## config.mk

```make
export PLATFORM = sky130hd
export DESIGN_NAME = hex_refresh_ctrl
export DESIGN_NICKNAME = d
export VERILOG_FILES = /design/src/rtl/hex_refresh_ctrl.sv
export SDC_FILE = /design/constraint.sdc
export NUM_CORES = 1
export LEC_CHECK = 0
export BUFFER_PORTS_ARGS = -buffer_cell sky130_fd_sc_hd__clkbuf_2
export CORE_MARGIN = 1.5
export CORE_UTILIZATION = 50
export DETAILED_ROUTE_END_ITERATION = 12
export GPL_TIMING_DRIVEN = 1
export PLACE_DENSITY = 0.73
export SYNTH_ARGS = -nofsm -noshare
export SYNTH_HDL_FRONTEND = slang
export SYNTH_SLANG_ARGS = --single-unit
```

## constraint.sdc

```tcl
create_clock -name clk -period 2.32 [get_ports clk]
set_input_delay 0.58 -clock clk [delete_from_list [all_inputs] [get_ports clk]]
set_output_delay 0.58 -clock clk [all_outputs]
set_load 0.005 [all_outputs]
```

## src/rtl/hex_refresh_ctrl.sv

```systemverilog
// Six-digit 7-segment refresh controller: digit writes mark entries dirty and a
// single shared BCD decoder is swept over the dirty digits, one digit per cycle.
module hex_refresh_ctrl #(
   parameter logic [6:0] BLANK_PAT = 7'h7F
) (
   input  logic       clk,
   input  logic       rst_n,
   input  logic       wr_valid,
   output logic       wr_ready,
   input  logic [2:0] wr_addr,
   input  logic [3:0] wr_data,
   input  logic       blank_lz,
   output logic [3:0] dec_in,
   input  logic [6:0] dec_out,
   output logic [6:0] hex0,
   output logic [6:0] hex1,
   output logic [6:0] hex2,
   output logic [6:0] hex3,
   output logic [6:0] hex4,
   output logic [6:0] hex5,
   output logic       busy,
   output logic       upd_done
);

   typedef enum logic {IDLE, CAP} state_t;

   state_t      r_state, w_state_nxt;
   logic [3:0]  r_dig [6];
   logic [6:0]  r_hex [6];
   logic [5:0]  r_dirty, w_dirty_nxt, w_set, w_sel_oh;
   logic [2:0]  r_ptr, w_sel;
   logic [3:0]  r_dec_in, w_sel_dig;
   logic        r_blz, r_upd_done;
   logic        w_sel_vld, w_wr, w_load, w_cap, w_upd, w_hi_zero;
   logic [6:0]  w_pat;

   assign wr_ready = rst_n;
   assign w_wr     = wr_valid && wr_ready && (wr_addr < 3'd6);

   // Lowest-index dirty digit wins the decoder.
   always_comb begin
      w_sel_vld = 1'b0;
      w_sel     = 3'd0;
      for (int i = 5; i >= 0; i--) begin
         if (r_dirty[i]) begin
            w_sel     = 3'(i);
            w_sel_vld = 1'b1;
         end
      end
   end

   always_comb begin
      w_sel_dig = 4'd0;
      for (int i = 0; i < 6; i++)
         if (w_sel == 3'(i)) w_sel_dig = r_dig[i];
   end

   assign w_sel_oh = w_sel_vld ? (6'b000001 << w_sel) : 6'b000000;

   always_comb begin
      w_set = 6'b000000;
      if (w_wr) w_set = blank_lz ? 6'b111111 : (6'b000001 << wr_addr);
      if (blank_lz != r_blz) w_set = 6'b111111;
   end

   always_comb begin
      w_state_nxt = r_state;
      w_load      = 1'b0;
      w_cap       = 1'b0;
      w_upd       = 1'b0;
      case (r_state)
         IDLE: begin
            if (w_sel_vld) begin
               w_load      = 1'b1;
               w_state_nxt = CAP;
            end
         end
         CAP: begin
            w_cap = 1'b1;
            if (w_sel_vld) begin
               w_load = 1'b1;
            end else begin
               w_state_nxt = IDLE;
               w_upd       = 1'b1;
            end
         end
         default: w_state_nxt = IDLE;
      endcase
   end

   // A set on the same edge as the selection clear wins, forcing a re-decode.
   assign w_dirty_nxt = (r_dirty & ~(w_load ? w_sel_oh : 6'b000000)) | w_set;

   always_comb begin
      w_hi_zero = 1'b1;
      for (int j = 0; j < 6; j++)
         if ((3'(j) >= r_ptr) && (r_dig[j] != 4'd0)) w_hi_zero = 1'b0;
   end

   always_comb begin
      w_pat = dec_out;
      if (r_dec_in > 4'd9)
         w_pat = BLANK_PAT;
      else if (blank_lz && (r_ptr != 3'd0) && w_hi_zero)
         w_pat = BLANK_PAT;
   end

   always_ff @(posedge clk) begin
      if (!rst_n) begin
         r_state    <= IDLE;
         r_dirty    <= 6'b111111;
         r_ptr      <= 3'd0;
         r_dec_in   <= 4'd0;
         r_blz      <= blank_lz;
         r_upd_done <= 1'b0;
         for (int i = 0; i < 6; i++) begin
            r_dig[i] <= 4'd0;
            r_hex[i] <= BLANK_PAT;
         end
      end else begin
         r_state    <= w_state_nxt;
         r_dirty    <= w_dirty_nxt;
         r_blz      <= blank_lz;
         r_upd_done <= w_upd;
         if (w_load) begin
            r_ptr    <= w_sel;
            r_dec_in <= w_sel_dig;
         end
         for (int i = 0; i < 6; i++) begin
            if (w_wr && (wr_addr == 3'(i))) r_dig[i] <= wr_data;
            if (w_cap && (r_ptr == 3'(i)))  r_hex[i] <= w_pat;
         end
      end
   end

   assign dec_in   = r_dec_in;
   assign busy     = (r_state == CAP) || (r_dirty != 6'b000000);
   assign upd_done = r_upd_done;
   assign hex0     = r_hex[0];
   assign hex1     = r_hex[1];
   assign hex2     = r_hex[2];
   assign hex3     = r_hex[3];
   assign hex4     = r_hex[4];
   assign hex5     = r_hex[5];

endmodule
```

==> run metrics, run 1 <==
status=finished, final reports clean; Seq cells post-synth=82; Die Height=88.0 µm; root buf cell=clkbuf_8; Worst EP arrival=1600 ps; Final TNS setup=0 ps; Synth area leader=edfxtp_1; RSZ-0062 raised after global routing=no; number of buffers added on ports=66; top cells by area, synth=edfxtp_1 (55%), dfxtp_1 (8.9%), nand2_1 (6.4%), and2_1 (4.0%), nor2_1 (2.5%); Avg Inst Size Synth=11.5 µm²; Post-synth top flop=edfxtp_1; Area Growth Syn to Fin=17.5%; Post CTS Setup Buffer Count=0; Setup CP Type=reg -> out; per-cell routed wire length=15.0 µm; Synth top cells by count=edfxtp_1 (66), nand2_1 (62), nor2_1 (24), and2_1 (23); fin crit share=0.941; # diodes=0; Clk pwr share=0.340; worst skew pair latency=between 300 and 400 ps; max cap viols=0; Max IR drop VDD=around 330 µV; Synthesized Nets=~330; initial antenna violation count=0; CTS tree=yes; Req. time, crit path=roughly 1700 ps; ys async rst share=0; num rows=30; Yosys warnings=0; critical path, cell by cell=or4_4, nor3_4, nand2b_1, clkbuf_2; Starting Density=0.526; sequential share of the synthesized area=0.638; design area=0.00424 mm²; clock skew=9.17 ps; Tot GR Track Use=0.197; CP max-delay cell=or4_4; number of library cell types mapped by synthesis=42; Synth Instances=between 300 and 400; Least-Margin Pin Slew=624 ps; max-slew violations=0; fmax=~0.46 GHz; HPWL after DPL=5.48 mm; Pleak=1.48 nW; drc violations=0; DRT iter0 DRCs=131; Logic pwr share=0.071; top-count cell post-synth=edfxtp_1; Chip Width=88.0 µm; gpl congestion=just under 0.9; layout cells sized above 1=0.280; Final Routed Wirelength=7.36 mm; gr ovfl total=0; Int Pwr=approximately 0.0021 W; worst-case clock buffer depth=2; slowest stage delay, CP=490 ps; area of the die=0.00774 mm²; relative slew slack=0.583; pwr dens=664 mW/mm²; Yosys top cell area share=0.549; CTS buffer count=9; clk slew on worst S/H paths=90 ps; post-layout minimum cycle time=2180 ps; Routed Antenna Nets=0; final setup violation count=0; Top-Level Pins=67; Post-synth EDFFs=66; Post-Place Cell Area=0.00405 mm²; final hold vios=0; first-pass GRT wire length=~11 mm; HP Class=in -> reg; synthesized area=0.00361 mm²; Sink Count=between 80 and 90; vias per cell=5.27; CP Capture Type=output port; Pre-antenna DRT Iters=4; crit path max fanout=14; CTS Hold Bufs=0; crit start category=flip-flop; Via Count=2595; Core ar.=0.00687 mm²; Clock H-tree levels=3; largest net degree at the start of global routing=18; number of global-route vias before repair=2330; Switching Power=0.000708 W; sequential share of power=0.589; switch share=0.252; Nets=409
-- metrics by stage --
step                      hold slack (ps)  worst slack, ps  power [W]   util  cells
final                                 480              136    0.00281  0.617    492
after global routing                  491             24.2    0.00290  0.617    492
after CTS                             462             23.7    0.00282  0.616    492
after detailed placement              478              371    0.00189  0.589    476
after global placement                471              430    0.00188  0.589    476
after floorplan                       466              474    0.00180      -    314
-- cell families after synthesis --
family | Yosys count | synth area share
AND/OR/NAND/NOR | 160 | 0.224
flip-flops | 82 | 0.638
AO/OA/AOI/OAI | 51 | 0.0932
buffers and inverters | 17 | 0.0343
multiplexers | 3 | 0.00867
XOR/XNOR | 1 | 0.00243
-- layer usage --
| layer | wire (µm) | share of wire | track usage |
|---|---|---|---|
| met5 | 0 | 0 | 0 |
| met4 | 231 | 0.031 | 0.105 |
| met3 | 478 | 0.065 | 0.0349 |
| met2 | 3600 | 0.49 | 0.334 |
| met1 | 3060 | 0.42 | 0.239 |
-- sequential cells by signal, summed over array words and instances, names as in the netlist --
register,flops
dec_in,4
r_ptr,3
r_hex,42
r_blz,1
upd_done,1
r_state,1
r_dirty,6
r_dig,24
-- critical path, delay by kind of cell (launching register included) --
family	cells	cell delay (ps)
flip-flops	1	440
AND/OR/NAND/NOR	3	700
buffers and inverters	1	110
-- power groups by stage --
stage	Sequential (W)	Combinational, W	Clock, W
floorplan	0.00168	0.000121	0
global placement	0.00169	0.000194	0
CTS	0.00166	0.000198	0.000967
finish	0.00166	0.000199	0.000957
global route	0.00166	0.000217	0.00102
detailed placement	0.00169	0.000197	0
-- final timing paths --
check           endpoint  depth (start not counted)         from  slack [ps]
max                 busy                          4   r_dirty[1]         140
min                r_blz                          1     blank_lz         480
max reg2reg  r_hex[1][2]                          5  r_dig[2][0]         500
min reg2reg    dec_in[1]                          2    dec_in[1]         490
-- area by class of cell --
type                            instances  area, µm²
Fill cell                             583       2630
Timing Repair Buffer                   79        428
Clock buffer                            9        124
Inverter                                4       15.0
Multi-Input combinational cell        215       1190
Tap cell                               96        120
Clock inverter                          7       61.3
Sequential cell                        82       2300
-- layout by cell type (no fill, tap or decap), drive strengths merged, types with 8 or more instances in the layout --
master   n
and2    24
buf     13
edfxtp  66
nor4     8
nor3     8
nand2b  10
clkbuf  75
dfxtp   16
nor2    24
o21ai   18
a21oi   10
nand2   62
-- repair_timing --
| action | CTS | global route |
|---|---|---|
| endpoints found under the hold margin | 0 | 0 |
| gates resized for setup | 0 | 3 |
| setup endpoints to repair | 0 | 1 |
Power figures use the tool's default switching activity.
==> inputs of run 2 (changes only) <==
--- a/config.mk
+++ b/config.mk
@@ -11,6 +11,8 @@
 export DETAILED_ROUTE_END_ITERATION = 12
 export GPL_TIMING_DRIVEN = 1
 export PLACE_DENSITY = 0.73
+export RECOVER_POWER = 25
+export REMOVE_ABC_BUFFERS = 1
 export SYNTH_ARGS = -nofsm -noshare
 export SYNTH_HDL_FRONTEND = slang
 export SYNTH_SLANG_ARGS = --single-unit
==> run metrics, run 2 (synthesized netlist as in run 1, its figures left out) <==
clock skew=between 10 and 15 ps; largest net degree at the start of global routing=22; first-pass GRT wire length=11.5 mm; Pleak=1.48 nW; Via Count=2643; Reg with most FFs=r_hex; Setup CP Type=reg -> out; Area Growth Syn to Fin=18.4%; # diodes=0; Final Routed Wirelength=around 7.4 mm; gpl congestion=approximately 0.8; Place WS=240 ps; fmax=~0.45 GHz; most frequent cells in the layout=edfxtp_1 (66), nand2_1 (62), clkbuf_2 (61), nor2_1 (24), and2_1 (20); footprint of the multi-input gates=0.00119 mm²; FILL cells=575; vias per cell=5.34; max-slew violations=0; num rows=30; status=finished, final reports clean; Pre-antenna DRT Iters=4; root buf cell=clkbuf_8; Die Height=88.0 µm; CTS buffer count=9; initial antenna violation count=0; Top-Level Pins=67; per-cell routed wire length=15.0 µm; layout cells sized above 1=0.261; Core ar.=0.00687 mm²; Int Pwr=around 0.0022 W; final hold vios=0; Largest regs=r_hex x42, r_dig x24, r_dirty x6; max cap viols=0; HPWL after DPL=5.52 mm; CTS Hold Bufs=0; Least-Margin Pin Slew=1020 ps; Clk pwr share=0.364; area of the die=0.00774 mm²; Reg area=0.00230 mm²; CTS tree=yes; gr ovfl total=0; final setup violation count=0; Max IR drop VDD=442 µV; worst skew pair latency=around 350 ps; relative slew slack=0.314; Chip Width=between 80 and 90 µm; DRT iter0 DRCs=120; CP Capture Type=output port; Worst EP arrival=1620 ps; Clock H-tree levels=3; post-layout minimum cycle time=2200 ps; number of global-route vias before repair=2419; R2R Setup Slk=400 ps; worst-case clock buffer depth=2; drc violations=0; switch share=0.230; sequential share of power=0.568; Logic pwr share=0.068; Sink Count=about 80; crit path from=r_dirty[2]; Switching Power=0.000671 W; commonest non-fill, non-tap cell in the layout=edfxtp_1; Starting Density=0.526; Final TNS setup=0 ps; Routed Antenna Nets=0; HP Start=dec_in[1]; HP Class=reg -> reg; RSZ-0062 raised after global routing=no; Nets=412; fin crit share=0.950; RR Startpoint=r_dirty[4]; crit path max fanout=12; number of buffers added on ports=66; crit start category=flip-flop; Req. time, crit path=about 1700 ps; clk slew on worst S/H paths=80 ps; smallest setup slack after layout=117 ps; max reg flops=42; Tot GR Track Use=0.200; pwr dens=~680 mW/mm²
run 2: worst paths after layout:
kind	end	cells after the start
setup / recovery	busy	4
hold / removal	dec_in[1]	2
setup reg to reg	dec_in[2]	5
hold reg to reg	dec_in[1]	2
run 2: cell type report:
class,instances,area share
repair buffers,82,0.101
clock buffers,12,0.0439
well taps,96,0.0281
clock inverters,4,0.00644
inverters,4,0.00351
multi-input cells,215,0.278
flip-flops and latches,82,0.539
run 2: power groups by stage:
| stage | sequential, W | clock (W) | combinational (W) |
|---|---|---|---|
| detailed placement | 0.00169 | 0 | 0.000200 |
| CTS | 0.00166 | 0.00107 | 0.000202 |
| global route | 0.00166 | 0.00112 | 0.000219 |
| global placement | 0.00169 | 0 | 0.000196 |
| finish | 0.00166 | 0.00106 | 0.000198 |
| floorplan | 0.00169 | 0 | 0.0000987 |
run 2: critical path, stage by stage (launching register included):
cell and delay, ps:
dfxtp_2 390, or4_4 520, nor3_4 200, nand2b_1 70
clkbuf_2 110
run 2: metrics by stage:
step	instance area [µm²]	hold WS, ps	power (W)	std cells	utilization
final	4270	480	0.00292	495	0.622
after floorplan	3500	466	0.00179	301	-
after detailed placement	4060	469	0.00189	478	0.592
after CTS	4290	457	0.00293	495	0.625
after global routing	4270	510	0.00300	495	0.622
after global placement	4060	472	0.00188	478	0.592
run 2: per-layer routing:
layer / up-vias / track usage / wire, µm
li1: 1288 / - / -
met1: 1244 / 0.221 / 2990
met2: 99 / 0.349 / 3830
met3: 12 / 0.0471 / 423
met4: 0 / 0.120 / 169
met5: - / 0 / 0
run 2: timing repair:
item,4_1_cts,5_1_grt
setup endpoints to repair,1,1
setup buffers,1,0
gates cloned,0,0
pin swaps,1,0
gates resized for setup,1,1
==> inputs of run 3 (changes only) <==
--- a/config.mk
+++ b/config.mk
@@ -12,7 +12,6 @@
 export GPL_TIMING_DRIVEN = 1
 export PLACE_DENSITY = 0.73
 export RECOVER_POWER = 25
-export REMOVE_ABC_BUFFERS = 1
 export SYNTH_ARGS = -nofsm -noshare
 export SYNTH_HDL_FRONTEND = slang
 export SYNTH_SLANG_ARGS = --single-unit
==> run metrics, run 3 (synthesized netlist as in run 1, its figures left out) <==
placed instance count=476; Reg with most FFs=r_hex; HP Class=reg -> reg; critical path, cell by cell=clkbuf_2, clkbuf_1, buf_4, clkbuf_2; Least-Margin Pin Slew=around 620 ps; Worst EP arrival=between 1500 and 2000 ps; HPWL after DPL=about 5.5 mm; Switching Power=between 0.0007 and 0.0008 W; per-cell routed wire length=around 15 µm; Pleak=1.44 nW; worst path bufs/invs=4; Nets=~410; max cap viols=0; # diodes=0; Final Routed Wirelength=7.39 mm; sequential share of power=0.590; post-layout minimum cycle time=roughly 2200 ps; Power Total=0.00281 W; worst skew pair latency=350 ps; most frequent cells in the layout=edfxtp_1 (66), nand2_1 (62), clkbuf_2 (62), nor2_1 (24), o21ai_0 (16); number of global-route vias before repair=approximately 2300; Setup CP Type=in -> out; Place WS=371 ps; CTS buffer count=9; Pre-antenna DRT Iters=4; Clk pwr share=0.341; max reg flops=42; Core ar.=a little under 0.007 mm²; fin util=0.614; Area Growth Syn to Fin=16.9%; Die Height=88.0 µm; Int Pwr=between 0.002 and 0.0025 W; Routed Antenna Nets=0; Starting Density=0.526; area of the die=0.00774 mm²; fmax=0.455 GHz; switch share=0.252; max-slew violations=0; final hold vios=0; RSZ-0062 raised after global routing=no; first-pass GRT wire length=between 10 and 15 mm; Final TNS setup=0 ps; final setup violation count=0; Max IR drop VDD=329 µV; root buf cell=clkbuf_8; CTS tree=yes; Post CTS Setup Buffer Count=0; DRT iter0 DRCs=132; Sink Count=82; CTS Hold Bufs=0; vias per cell=roughly 5.3; CP max-delay cell=clkbuf_1; crit path max fanout=17; clk slew on worst S/H paths=roughly 90 ps; worst-case clock buffer depth=2; Req. time, crit path=1740 ps; Via Count=2616; Tot GR Track Use=0.197; CP Capture Type=output port; FILL cells=roughly 600; initial antenna violation count=0; critical path's top delay family=buffers and inverters; r2r worst-path depth=5; pwr dens=666 mW/mm²; number of buffers added on ports=66; Top-Level Pins=67; Reg area=0.00230 mm²; Hold Crit Depth=2; Post-CTS Resized=0; gpl congestion=0.894; smallest setup slack after layout=122 ps; Logic pwr share=0.070; largest net degree at the start of global routing=18; Worst path depth=4; commonest non-fill, non-tap cell in the layout=edfxtp_1; relative slew slack=0.583; num rows=30; Clock H-tree levels=3; layout cells sized above 1=0.260; fin crit share=0.947; fin cells=492; gr ovfl total=0; Largest regs=r_hex x42, r_dig x24, r_dirty x6; crit start category=primary input; clock skew=approximately 9.1 ps; status=finished, final reports clean; slowest stage delay, CP=460 ps; Crit path top cell by count=clkbuf_2; footprint of the multi-input gates=0.00119 mm²; drc violations=0; Chip Width=88.0 µm
==> run 3: routing by layer <==
metal / up-vias / wire (µm) / share of wire / global-route usage
li1: 1280 / - / - / -
met1: 1214 / 3110 / 0.42 / 0.239
met2: 105 / 3590 / 0.49 / 0.334
met3: 17 / 460 / 0.062 / 0.0349
met4: 0 / 231 / 0.031 / 0.105
met5: - / 0 / 0 / 0
==> run 3: worst paths after layout <==
path / start / slack [ps] / endpoint
max: rst_n / 120 / wr_ready
min: dec_in[1] / 490 / dec_in[1]
max reg2reg: r_dig[2][0] / 500 / r_hex[1][2]
min reg2reg: dec_in[1] / 490 / dec_in[1]
==> run 3: area by class of cell <==
type	instances	area share
inverters	4	0.00356
clock buffers	9	0.0294
multi-input cells	215	0.281
flip-flops and latches	82	0.546
repair buffers	79	0.0966
well taps	96	0.0285
clock inverters	7	0.0145
==> run 3: worst register-to-register path, cell delays in order (launching register included) <==
cell and delay, ps:
edfxtp_1 430, nor4_1 390, o211ai_1 160, a211oi_2 410, a211oi_2 210, nand2_1 110
==> run 3: stage by stage <==
stage	area, µm²	hold slack [ps]
2_1_floorplan	3610	466
3_3_place_gp	4050	471
3_5_place_dp	4050	478
4_1_cts	4230	462
5_1_grt	4220	521
6_report	4220	486
==> run 3: power by group through the flow <==
stage | combinational (W) | sequential (W) | clock, W
5_1_grt | 0.000213 | 0.00166 | 0.00102
4_1_cts | 0.000198 | 0.00166 | 0.000967
3_3_place_gp | 0.000194 | 0.00169 | 0
2_1_floorplan | 0.000121 | 0.00168 | 0
6_report | 0.000195 | 0.00166 | 0.000957
3_5_place_dp | 0.000197 | 0.00169 | 0
